<file path="src/rtl/pwm_capture.sv">
// PWM period / high-time capture with timeout and stuck-level report.
// Optional glitch filter: define PWM_CAPTURE_GLITCH_FILTER_EN.
module pwm_capture #(
  parameter int CNT_WIDTH   = 16,
  parameter int SYNC_STAGES = 2
) (
  input  logic                 clk,
  input  logic                 rst,
  input  logic                 pwm_in,
  output logic [CNT_WIDTH-1:0] period,
  output logic [CNT_WIDTH-1:0] high_time,
  output logic                 valid,
  output logic                 timeout,
  output logic                 stuck_level,
  output logic [1:0]           dbg_state
);

  // valid is a bare one-cycle strobe with no ready: the consumer must take
  // period/high_time in the cycle valid is high (they hold afterwards anyway).

  typedef enum logic [1:0] {
    ARM  = 2'd0,
    HIGH = 2'd1,
    LOW  = 2'd2
  } state_t;

  localparam logic [CNT_WIDTH-1:0] CNT_MAX = '1;

  state_t               state, state_next;
  logic [SYNC_STAGES-1:0] sync_q;
  logic                 s, lvl, lvl_d;
  logic                 rise, fall;
  logic [CNT_WIDTH-1:0] cnt, hi_tmp;
  logic                 cnt_max;
  logic                 load_hi, meas, to_hit;

  always_ff @(posedge clk) begin
    if (rst) sync_q <= '0;
    else     sync_q <= {sync_q[SYNC_STAGES-2:0], pwm_in};
  end

  assign s = sync_q[SYNC_STAGES-1];

`ifdef PWM_CAPTURE_GLITCH_FILTER_EN
  logic s_h1, s_h2, f_hold;

  always_ff @(posedge clk) begin
    if (rst) begin
      s_h1   <= 1'b0;
      s_h2   <= 1'b0;
      f_hold <= 1'b0;
    end else begin
      s_h1   <= s;
      s_h2   <= s_h1;
      f_hold <= lvl;
    end
  end

  // Level follows s only once three consecutive samples agree.
  assign lvl = (s == s_h1 && s_h1 == s_h2) ? s : f_hold;
`else
  assign lvl = s;
`endif

  always_ff @(posedge clk) begin
    if (rst) lvl_d <= 1'b0;
    else     lvl_d <= lvl;
  end

  assign rise    = lvl & ~lvl_d;
  assign fall    = ~lvl & lvl_d;
  assign cnt_max = (cnt == CNT_MAX);

  // Restarting at 1 on the rise makes the count at the next edge the exact tick distance.
  always_ff @(posedge clk) begin
    if (rst)           cnt <= '0;
    else if (rise)     cnt <= {{(CNT_WIDTH-1){1'b0}}, 1'b1};
    else if (!cnt_max) cnt <= cnt + 1'b1;
  end

  always_ff @(posedge clk) begin
    if (rst) state <= ARM;
    else     state <= state_next;
  end

  always_comb begin
    state_next = state;
    load_hi    = 1'b0;
    meas       = 1'b0;
    to_hit     = 1'b0;
    case (state)
      ARM: begin
        if (rise) state_next = HIGH;
      end
      HIGH: begin
        if (fall) begin
          load_hi    = 1'b1;
          state_next = LOW;
        end else if (cnt_max) begin
          to_hit     = 1'b1;
          state_next = ARM;
        end
      end
      LOW: begin
        if (rise) begin
          meas       = 1'b1;
          state_next = HIGH;
        end else if (cnt_max) begin
          to_hit     = 1'b1;
          state_next = ARM;
        end
      end
      default: state_next = ARM;
    endcase
  end

  always_ff @(posedge clk) begin
    if (rst) begin
      period      <= '0;
      high_time   <= '0;
      valid       <= 1'b0;
      timeout     <= 1'b0;
      stuck_level <= 1'b0;
      hi_tmp      <= '0;
    end else begin
      valid <= meas;
      if (load_hi) hi_tmp <= cnt;
      if (meas) begin
        period    <= cnt;
        high_time <= hi_tmp;
        timeout   <= 1'b0;
      end else if (to_hit) begin
        timeout     <= 1'b1;
        stuck_level <= lvl;
        period      <= '0;
        high_time   <= '0;
      end
    end
  end

  assign dbg_state = state;

endmodule

</file>
<file path="config.mk">
export PLATFORM = sky130hd
export DESIGN_NAME = pwm_capture
export DESIGN_NICKNAME = d
export VERILOG_FILES = /design/src/rtl/pwm_capture.sv
export SDC_FILE = /design/constraint.sdc
export NUM_CORES = 1
export LEC_CHECK = 0
export ABC_AREA = 1
export CORE_MARGIN = 4
export CORE_UTILIZATION = 55
export DETAILED_ROUTE_END_ITERATION = 10
export PLACE_DENSITY = 0.82
export REMOVE_ABC_BUFFERS = 1
export SLEW_MARGIN = 10
export SYNTH_ARGS = -nofsm -noshare
export SYNTH_HDL_FRONTEND = slang
export SYNTH_SLANG_ARGS = --single-unit
</file>
<file path="constraint.sdc">
create_clock -name clk -period 2.5 [get_ports clk]
set_input_delay 0.5 -clock clk [delete_from_list [all_inputs] [get_ports clk]]
set_output_delay 0.5 -clock clk [all_outputs]
set_load 0.01 [all_outputs]
</file>
### After elaboration in Yosys (flattened, before gate mapping)

Index checks and enable logic that the tools add are counted.

* flip-flop bits (word level): 72
* output and inout port bits: 37

* $add $sub $neg: 1
* equality and inequality tests: 5
* muxes and demuxes: 18
* bitwise operators: 5
* reductions and logical operators: 5

Operators by type and width (number)
* 2-to-1 mux 16 bit: 3
* adder 16 x 1 -> 16 bit (second input constant): 1
* equality test 16 bit (second input constant): 1
* 2-to-1 mux 1 bit: 9
* 2-to-1 mux 2 bit: 4
* one-hot mux 2 bit (3 select lines): 1
* != test 2 bit (second input constant): 2
* OR reduction 2 bit: 2
* NOT 1 bit: 3
* bitwise AND 1 bit: 2
* equality test 2 x 1 -> 1 bit (second input constant): 1
* equality test 2 bit (second input constant): 1
* logical NOT 2 bit: 1
* one-hot mux 1 bit (2 select lines): 1
* AND reduction 2 bit: 1
* nonzero test 2 bit: 1

### Depth between registers and ports, before layout

Gate-level depths: netlist of the first run.

* depth after elaboration: 6
* mapped depth: 10
* depth with buffers taken out: 9

### Worst setup path after synthesis of the first run

OpenSTA, ideal clock, no wires.

* path kind: register -> register
* start point: reg state[0] (netlist: dbg_state[0])
* end point: reg high_time[0]
* arrival time: 1393 ps
* slack: 994 ps
* cell stages (with the launch flop): 9
* clock period less this slack: 1506 ps
* path through: dfxtp_1 inv_1 ha_1 a21boi_2 nor2b_4 nor2_4 buf_6 nand2_1 nand2_1

* word-level cells in the longest chain between the ends: 3
* elaborated cells between the ends (all ways): 6

RTL lines
* from (decl): line 29 `state_t state, state_next;`
* from (signal assigned): line 83 `else state <= state_next;`
* equality test 2 bit / equality test 2 x 1 -> 1 bit (equally long branches): line 91 `case (state)`
* one-hot mux 1 bit (2 select lines) / 2-to-1 mux 1 bit (equally long branches): line 91
* nonzero test 2 bit (no line) / 2-to-1 mux 16 bit (equally long branches)
* to (signal assigned): line 130 `high_time <= hi_tmp;`
* to (decl): line 11 `output logic [CNT_WIDTH-1:0] high_time,`

Several ways; a longest one is shown, not always the timed one.
A chain may end at the register's enable or synchronous reset.

### Final worst setup path of the first run

* start point: reg state[1] (netlist: dbg_state[1])
* end point: reg high_time[15]

The elaborated chain is that of the path after synthesis.

==> results of run 1 <==
per-stage QoR:
| stage | hold WS (ps) | std cells | cell area, sq um |
|---|---|---|---|
| 2_1_floorplan | 388 | 396 | 2930 |
| 3_3_place_gp | 393 | 512 | 3460 |
| 3_5_place_dp | 400 | 512 | 3460 |
| 4_1_cts | 409 | 528 | 3680 |
| 5_1_grt | 436 | 528 | 3680 |
| 6_report | 405 | 528 | 3680 |
tightest hold or removal path, cell delays in order, from the launching register on:
cell and delay, ps:
dfxtp_1 300, inv_1 40, nor2_1 30
report_power, final:
group          switching, W  internal (W)  total (W)
Clock              0.000400      0.000589   0.000989
Sequential        0.0000110       0.00116    0.00117
Combinational     0.0000566     0.0000355  0.0000921
worst paths after layout:
path	end	slack [ps]	depth (start not counted)	startpoint
worst min-delay path	sync_q[1]	410	2	sync_q[0]
worst min register to register	sync_q[1]	410	2	sync_q[0]
worst max-delay path	high_time[15]	550	7	dbg_state[1]
worst max register to register	high_time[15]	550	7	dbg_state[1]
registers in the layout (all words and copies together) (netlist names):
| name | cells |
|---|---|
| dbg_state | 2 |
| sync_q | 2 |
| lvl_d | 1 |
| valid | 1 |
| cnt | 16 |
| timeout | 1 |
| stuck_level | 1 |
| high_time | 16 |
| hi_tmp | 16 |
| period | 16 |
cell families after synthesis:
family          share of synthesized area
flops                               0.480
xor+xnor                           0.0175
simple gates                        0.300
fa+ha+maj                          0.0208
buf+inv                            0.0954
compound gates                     0.0866
metal layers:
layer | vias up | share of wire
met4 | 0 | 0.022
li1 | 1345 | -
met3 | 12 | 0.036
met1 | 1092 | 0.47
met2 | 53 | 0.47
met5 | - | 0
layout make-up:
type,count,area (sq um),area share
clock buffers,13,149,0.0405
clock inverters,3,65.1,0.0177
inverters,57,214,0.0582
multi-input cells,267,1280,0.348
flip-flops and latches,72,1440,0.392
well taps,70,87.6,0.0238
repair buffers,46,443,0.120
cells in the final DEF (no fill, tap or decap):
master	instances
nor2_2	4
clkdlybuf4s50_1	39
or2_2	2
nor3_2	1
nand3_1	15
bufinv_16	2
nor2_1	26
inv_1	55
nand2_2	7
xor2_1	3
a21boi_2	1
clkbuf_1	3
xnor2_1	3
nor2_4	2
a21oi_1	24
nor2b_4	1
nor2_8	1
o21ai_0	21
nand4_1	6
clkbuf_8	10
clkinv_2	1
a31oi_1	2
o21bai_2	1
nand2_1	137
ha_1	5
buf_4	7
nand2_4	1
nor3_1	4
inv_2	2
dfxtp_1	72
==> results by group, run 1 <==
Critical path
  • Critical path type: reg2reg
  • CP Cell Sequence: inv_1 -> ha_1 -> a21boi_2 -> nor2b_4 -> nor2_4 -> nand2_1 -> nand2_1
  • Crit path largest cell delay: between 500 and 600 ps
  • Crit end category: flip-flop
  • Req. time, crit path: 2770 ps
  • Crit path buf inv count: 1
  • CP arrival: approximately 2200 ps
  • Critical-path maximum fanout: 32
  • CP Launch Type: flip-flop
  • Top cell family by delay on the critical path: simple AND/OR/NAND/NOR gates
  • Cell mode on critical path: nand2_1
  • Worst path slowest cell: nor2_4

Cells and area
  • Fillers: 454
  • Area Growth Syn to Fin: 22.4%
  • Layout cells sized above 1: 0.0939
  • Antenna Cells: 0
  • Final net count: 461
  • Final core utilization: 0.707

Clock tree
  • Worst-Skew Late Latency: 340 ps
  • CTS clk-pin slew, worst paths: 70 ps
  • Total CTS buffers: 9
  • Clk sinks: 72
  • CTS H-tree depth: 3
  • # resized after CTS: 0
  • Root buf cell: clkbuf_8
  • Hold_buf cts: 0
  • Setup Buffers After CTS: 0
  • TritonCTS clock tree: done
  • Clk buf depth: 2

Yosys
  • Number of flops mapped to enable cells by yosys: 0
  • Mapped cell area: 3000 sq um
  • Sequential share of the synthesized area: 0.480
  • #FFs+latches synth: 72
  • Synth top area share: 0.480
  • Synth area leader: dfxtp_1
  • Mean Syn Cell Area: 7.36 sq um
  • Top cells by area, synth: dfxtp_1 48%, nand2_1 17%, inv_1 6.9%
  • Yosys cell types: 28
  • Most frequent cell after synthesis: nand2_1
  • Synth Instances: 408
  • Post-synth ARST share: 0
  • Ys Warns: 0
  • Top cells by count, synth: 137 x nand2_1, 72 x dfxtp_1, 55 x inv_1
  • Top_reg_cell synth: dfxtp_1

Global route
  • Initial antenna violation count: 0
  • First-pass GRT wire length: 10800 microns
  • GRT Total Usage: 0.212
  • Grt peak-use layer: met2
  • M3 GR Usage: 0.0439
  • Overflow after GRT: 0
  • Largest net degree at the start of global routing: 33
  • GR Util met2: 0.356
  • Met1 Resource Use GR: 0.255
  • Vias in the first global route: 2450

STA
  • Final worst path period share: 0.780
  • Clock period minus worst slack: 1950 ps
  • Slew @ Worst Pin: 712 ps
  • RSZ-0062 raised after global routing: false
  • Final Skew: between 10 and 15 ps
  • Fin. Hold Viols: 0
  • Setup TNS: 0 ps
  • Count of final setup violators: 0
  • Slew HR: 0.524
  • Final worst slack: 550 ps
  • Slew Viols, Final: 0
  • FMAX: 513 MHz

Detailed routing
  • Initial DRC count: roughly 140
  • DRT Pass-1 Iters: 4
  • Vias per std cell: 4.74
  • DR vias: 2502
  • # DRC: 0
  • Final ANT Viol Nets: 0
  • Wirelength, routed: 6030 microns
  • Drt wl/cell: 11.4 microns

Floorplan
  • Initial Utilization: 0.577
  • Row count: 26
  • Die Wd: 81.9 microns
  • Core Box Area: 5200 sq um
  • Die Footprint: about 6700 sq um
  • Die Height: 81.9 microns
  • I/O pin count: 40

Place
  • Worst slack at placement: 508 ps
  • # port buffers: 39
  • Detailed placer's ending HPWL: 4340 microns
  • Global placement routability congestion: 0.876

Job
  • Max_cap viols: 0

Outcome
  • Status: completed

Worst hold path
  • Hold Crit Class: reg2reg

Power and ir drop
  • Cell Pwr Density: 612 nW/um^2
  • Total Power: 0.00225 W
  • Leak: 1.66 nW
  • VDD IR max: 0.000366 V
Power figures use the tool's default switching activity.
==> inputs of run 2 (changes only) <==
CORE_UTILIZATION = 54   (was 55)
PLACE_DENSITY = 0.81   (was 0.82)
clock period = 1.9 ns   (was 2.5 ns; I/O delays follow)
==> run 2 against run 1 <==
Compared with the run above: setup slack worse by 410 ps; sequential share of layout area is 0.78 points lower; first-iteration DRC count is 7.3% lower; final cell count is 1.9% higher; utilization is 0.99 points higher; highest routed layer unchanged; clock-buffer cell count is 2 lower; register-to-register slack worse by 410 ps; critical path depth is 2 higher; sequential power is 32% higher.
==> results by group, run 2 (synthesized netlist as in run 1, its figures left out) <==
Critical path
  • Reg2reg setup slack: 140 ps (-410 ps)
  • Top cell family by delay on the critical path: simple AND/OR/NAND/NOR gates
  • Critical path type: reg2reg
  • Worst path slowest cell: dfxtp_1
  • Reg2reg start: cnt[1]
  • Crit path buf inv count: 1 (unchanged)
  • Crit Reg-Reg Endpoint: period[11]
  • Cell mode on critical path: nand2_1
  • CP Cell Sequence: ha_1 -> nand3_1 -> nor2_2 -> nand2_2 -> nor2b_4 -> nor2_4 -> buf_12 -> nand2_1 -> nand2_1
  • CP arrival: 1980 ps (-240 ps)
  • R2r worst-path depth: 9 (+2)
  • Req. time, crit path: 2120 ps (-650 ps)
  • Crit path largest cell delay: 420 ps (-130 ps)
  • Critical-path maximum fanout: 11 (-66%)
  • Crit end category: flip-flop
  • CP Launch Type: flip-flop
  • Crit. Startpoint: cnt[1]

STA
  • Hold WS: 410 ps (+4.98 ps)
  • Final worst path period share: 0.926 (+0.146)
  • Final Skew: 8.16 ps (-2.76 ps)
  • Clock period minus worst slack: 1760 ps (-190 ps)
  • Final worst slack: 140 ps (-410 ps)
  • Count of final setup violators: 0 (unchanged)
  • FMAX: 568 MHz (+11%)
  • Slew HR: 0.734 (+0.209)
  • Slew Viols, Final: 0 (unchanged)
  • Setup TNS: 0 ps (unchanged)
  • Slew @ Worst Pin: 396 ps (-315 ps)
  • RSZ-0062 raised after global routing: false
  • Fin. Hold Viols: 0 (unchanged)

Clock tree
  • Clk buf depth: 2 (unchanged)
  • CTS clk-pin slew, worst paths: 70 ps (about the same)
  • Root buf cell: clkbuf_8
  • Clk sinks: 72 (unchanged)
  • Total CTS buffers: 9 (unchanged)
  • TritonCTS clock tree: done
  • Hold_buf cts: 0 (unchanged)
  • Worst-Skew Late Latency: 330 ps (about the same)
  • CTS H-tree depth: 3 (unchanged)

Place
  • # port buffers: 39 (unchanged)
  • Worst slack at placement: -75.4 ps (-583 ps)
  • Global placement routability congestion: 0.907 (+3.5%)
  • Detailed placer's ending HPWL: 4590 microns (+5.8%)
  • Dpl cells: 516 (+0.78%)

Detailed routing
  • Final ANT Viol Nets: 0 (unchanged)
  • Drt wl/cell: 12.6 microns (+10%)
  • DRT Pass-1 Iters: 4 (unchanged)
  • # DRC: 0 (unchanged)
  • DR vias: 2621 (+4.8%)
  • Wirelength, routed: 6760 microns (+12%)
  • Vias per std cell: 4.87 (+2.8%)
  • Initial DRC count: 127 (-7.3%)

Global route
  • Vias in the first global route: 2548 (+4.0%)
  • Overflow after GRT: 0 (unchanged)
  • Initial antenna violation count: 0 (unchanged)
  • Largest net degree at the start of global routing: 34 (+3.0%)
  • GR Util met2: 0.385 (+0.0292)
  • First-pass GRT wire length: 11600 microns (+6.6%)
  • GRT Total Usage: 0.225 (+0.0135)
  • M3 GR Usage: 0.0629 (+0.0190)
  • Grt peak-use layer: met2
  • Met1 Resource Use GR: 0.269 (+0.0149)

Floorplan
  • Die Footprint: 6820 sq um (+1.7%)
  • I/O pin count: 40 (unchanged)
  • Core Box Area: 5240 sq um (+0.62%)
  • Row count: 26 (unchanged)
  • Die Height: 82.6 microns (+0.83%)
  • Initial Utilization: 0.574 (-0.00358)
  • Die Wd: 82.6 microns (+0.83%)

Cells and area
  • Antenna Cells: 0 (unchanged)
  • Most common cell after layout, fill and taps aside: nand2_1
  • Final net count: 471 (+2.2%)
  • Area Growth Syn to Fin: 24.9%
  • Fillers: 449 (-1.1%)
  • Most frequent cells in the layout: 137 x nand2_1, 72 x dfxtp_1, 55 x inv_1, 39 x clkdlybuf4s50_1, 26 x nor2_1
  • Layout cells sized above 1: 0.118 (+0.0236)
  • Finished Layout Cells: 538 (+1.9%)

Worst hold path
  • Hold Crit Class: reg2reg
  • Hold Path Origin: sync_q[0]
  • Worst hold path depth: 2 (unchanged)
  • Min-Delay Endpoint: sync_q[1]

Job
  • Max_cap viols: 0 (unchanged)

Outcome
  • Status: completed

Power and ir drop
  • Leak: 1.70 nW (+2.7%)
  • VDD IR max: 0.000592 V (+62%)
  • Cell Pwr Density: 763 nW/um^2 (+25%)
==> run 2: worst max-delay path by stage <==
stage | end | slack (ps) | cells after the start
after floorplan | high_time[0] | -100 | 5
after global placement | period[1] | 60 | 7
after detailed placement | period[15] | -80 | 7
after CTS | period[11] | 80 | 7
after global routing | period[11] | 9 | 9
final | period[11] | 140 | 9
==> run 2: timing repair <==
| item | 4_1_cts | 5_1_grt |
|---|---|---|
| setup endpoints to repair | 32 | 8 |
| buffers inserted | 0 | 5 |
| gates cloned | 1 | 0 |
| hold endpoints to repair | 0 | 0 |
| pin swaps | 0 | 2 |
| gates resized for setup | 1 | 0 |
==> run 2: cell type report <==
cell class,instances,area (sq um),area share
well taps,70,87.6,0.0233
clock buffers,11,141,0.0377
flip-flops and latches,72,1440,0.384
repair buffers,55,523,0.139
multi-input cells,268,1290,0.344
clock inverters,5,56.3,0.0150
inverters,57,214,0.0570
==> run 2: metrics by stage <==
stage	instance area (sq um)	total power (W)	util
after global routing	3750	0.00298	0.717
after floorplan	2930	0.00165	-
final	3750	0.00286	0.717
after CTS	3700	0.00288	0.707
after global placement	3490	0.00169	0.667
after detailed placement	3490	0.00170	0.667
==> run 2: worst register-to-register path, stage by stage (launching register included) <==
cell and delay, ps:
dfxtp_1 420, ha_1 260, nand3_1 110, nor2_2 150, nand2_2 110, nor2b_4 240
nor2_4 80, buf_12 150, nand2_1 80, nand2_1 60
==> run 2: per-layer routing <==
metal | part of all wire | wire length (microns) | vias up
li1 | - | - | 1367
met1 | 0.46 | 3100 | 1180
met2 | 0.48 | 3240 | 59
met5 | 0 | 0 | -
met4 | 0.020 | 133 | 0
met3 | 0.043 | 292 | 15
==> run 2: report_power, final <==
group	leakage (nW)	internal, W	switching (W)	total [W]
logic	1.02	0.0000564	0.0000848	0.000141
registers	0.581	0.00152	0.0000150	0.00154
clock network	0.0993	0.000640	0.000544	0.00118
total	1.70	0.00222	0.000644	0.00286
==> inputs of run 3 (changes only) <==
CORE_MARGIN = 2   (was 4)
==> run 3 against run 2 <==
Compared with the run above: sequential cell count unchanged; die area down 9.5%; highest routed layer unchanged; combinational power down 8%.
==> results by group, run 3 (synthesized netlist as in run 1, its figures left out) <==
Clock tree
  • Clk sinks: 72 (unchanged)
  • Root buf cell: clkbuf_8
  • CTS clk-pin slew, worst paths: 70 ps (about the same)
  • Clk buf depth: 2 (unchanged)
  • CTS H-tree depth: 3 (unchanged)
  • Worst-Skew Late Latency: 350 ps (+20 ps)
  • Setup Buffers After CTS: 0 (unchanged)
  • Total CTS buffers: 9 (unchanged)
  • TritonCTS clock tree: done

Global route
  • Initial antenna violation count: 0 (unchanged)
  • GR Util met2: 0.361 (-0.0247)
  • Grt peak-use layer: met2
  • Met1 Resource Use GR: 0.253 (-0.0169)
  • First-pass GRT wire length: 10400 microns (-10%)
  • Vias in the first global route: 2428 (-4.7%)
  • M3 GR Usage: 0.0460 (-0.0169)
  • Overflow after GRT: 0 (unchanged)
  • Largest net degree at the start of global routing: 34 (unchanged)
  • GRT Total Usage: 0.211 (-0.0138)

STA
  • Clock period minus worst slack: 1710 ps (-54.5 ps)
  • Final Skew: 9.45 ps (+1.29 ps)
  • Slew @ Worst Pin: 456 ps (+60.0 ps)
  • Fin. Hold Viols: 0 (unchanged)
  • Slew HR: 0.695 (-0.0387)
  • Count of final setup violators: 0 (unchanged)
  • Final worst slack: 195 ps (+54.5 ps)
  • FMAX: 586 MHz (+3.2%)
  • Slew Viols, Final: 0 (unchanged)
  • Final worst path period share: 0.898 (-0.0287)
  • RSZ-0062 raised after global routing: false

Detailed routing
  • Drt wl/cell: 11.4 microns (-9.5%)
  • Final ANT Viol Nets: 0 (unchanged)
  • Vias per std cell: 4.75 (-2.5%)
  • Wirelength, routed: 6100 microns (-9.8%)
  • Initial DRC count: 144 (+13%)
  • DRT Pass-1 Iters: 4 (unchanged)
  • # DRC: 0 (unchanged)
  • DR vias: 2545 (-2.9%)

Cells and area
  • Finished Layout Cells: 536 (-0.37%)
  • Post-Layout Inst Area: 3710 sq um (-1.0%)
  • Final net count: 467 (-0.85%)
  • Layout cells sized above 1: 0.112 (-0.00545)
  • Most frequent cells in the layout: 137 x nand2_1, 71 x dfxtp_1, 55 x inv_1, 39 x clkdlybuf4s50_1, 26 x nor2_1
  • Final core utilization: 0.683 (-0.0337)
  • Area Growth Syn to Fin: 23.7%
  • Most common cell after layout, fill and taps aside: nand2_1
  • Antenna Cells: 0 (unchanged)

Power and ir drop
  • Cell Pwr Density: 771 nW/um^2 (+0.96%)
  • Total Power: 0.00286 W (about the same)
  • Leak: 1.68 nW (-1.4%)
  • VDD IR max: 0.000483 V (-18%)

Floorplan
  • Die Wd: 78.6 microns (-4.8%)
  • Core Box Area: 5440 sq um (+3.8%)
  • I/O pin count: 40 (unchanged)
  • Die Height: 78.6 microns (-4.8%)
  • Die Footprint: 6180 sq um (-9.5%)
  • Row count: 27 (+3.8%)
  • Initial Utilization: 0.552 (-0.0212)

Worst hold path
  • Hold Crit Class: reg2reg

Place
  • # port buffers: 39 (unchanged)
  • Global placement routability congestion: 0.877 (-3.3%)
  • Dpl cells: 519 (+0.58%)
  • Detailed placer's ending HPWL: 4170 microns (-9.3%)
  • Worst slack at placement: 6.53 ps (+82.0 ps)
  • Cell Area, Placed: 3500 sq um (+0.29%)

Critical path
  • Critical path type: reg2out
  • Critical-path maximum fanout: 5 (-6)
  • CP arrival: 1330 ps (-650 ps)
  • Req. time, crit path: 1520 ps (-600 ps)
  • Crit end category: output pin
  • CP Launch Type: flip-flop

Job
  • Max_cap viols: 0 (unchanged)

Outcome
  • Status: completed
[run 3: changes by cell type in the layout (fill, tap and decap cells not counted)]
cell and change:
buf_4 -3, dfxtp_2 +1, buf_12 -1, dfxtp_1 -1
[run 3: repair_timing]
| action | CTS | global route |
|---|---|---|
| gates cloned | 0 | 1 |
| hold buffers | 0 | 0 |
| pin swaps | 0 | 1 |
| resized for setup | 1 | 1 |
| endpoints found under the setup margin | 7 | 32 |
[run 3: worst paths after layout]
path                                   start            to  slack [ps]  cells after the start
worst min register to register     sync_q[0]     sync_q[1]         410                      2
worst max-delay path            dbg_state[1]  dbg_state[1]         190                      2
worst max register to register        cnt[0]   stuck_level         210                      8
worst min-delay path               sync_q[0]     sync_q[1]         410                      2
[run 3: metal layers]
layer | vias to the layer above | part of all wire
met3 | 6 | 0.042
met4 | 0 | 0.013
met5 | - | 0
met1 | 1135 | 0.47
li1 | 1358 | -
met2 | 46 | 0.48
[run 3: area by class of cell]
type	count	area, sq um
Clock buffer	11	141
Clock inverter	5	56.3
Fill cell	500	1720
Inverter	57	214
Multi-Input combinational cell	268	1290
Sequential cell	72	1440
Tap cell	72	90.1
Timing Repair Buffer	51	480
[run 3: worst max-delay path: stages (launching register included)]
cell and delay [ps]:
dfxtp_1 330, buf_4 130, clkdlybuf4s50_1 530
[run 3: per-stage QoR]
step,setup TNS [ps],hold WS (ps)
2_1_floorplan,-3360,388
3_3_place_gp,0,393
3_5_place_dp,0,403
4_1_cts,0,414
5_1_grt,0,426
6_report,0,408
[run 3: power breakdown]
part	switching, W	internal, W
registers	0.0000122	0.00152
clock network	0.000556	0.000640
logic	0.0000810	0.0000493
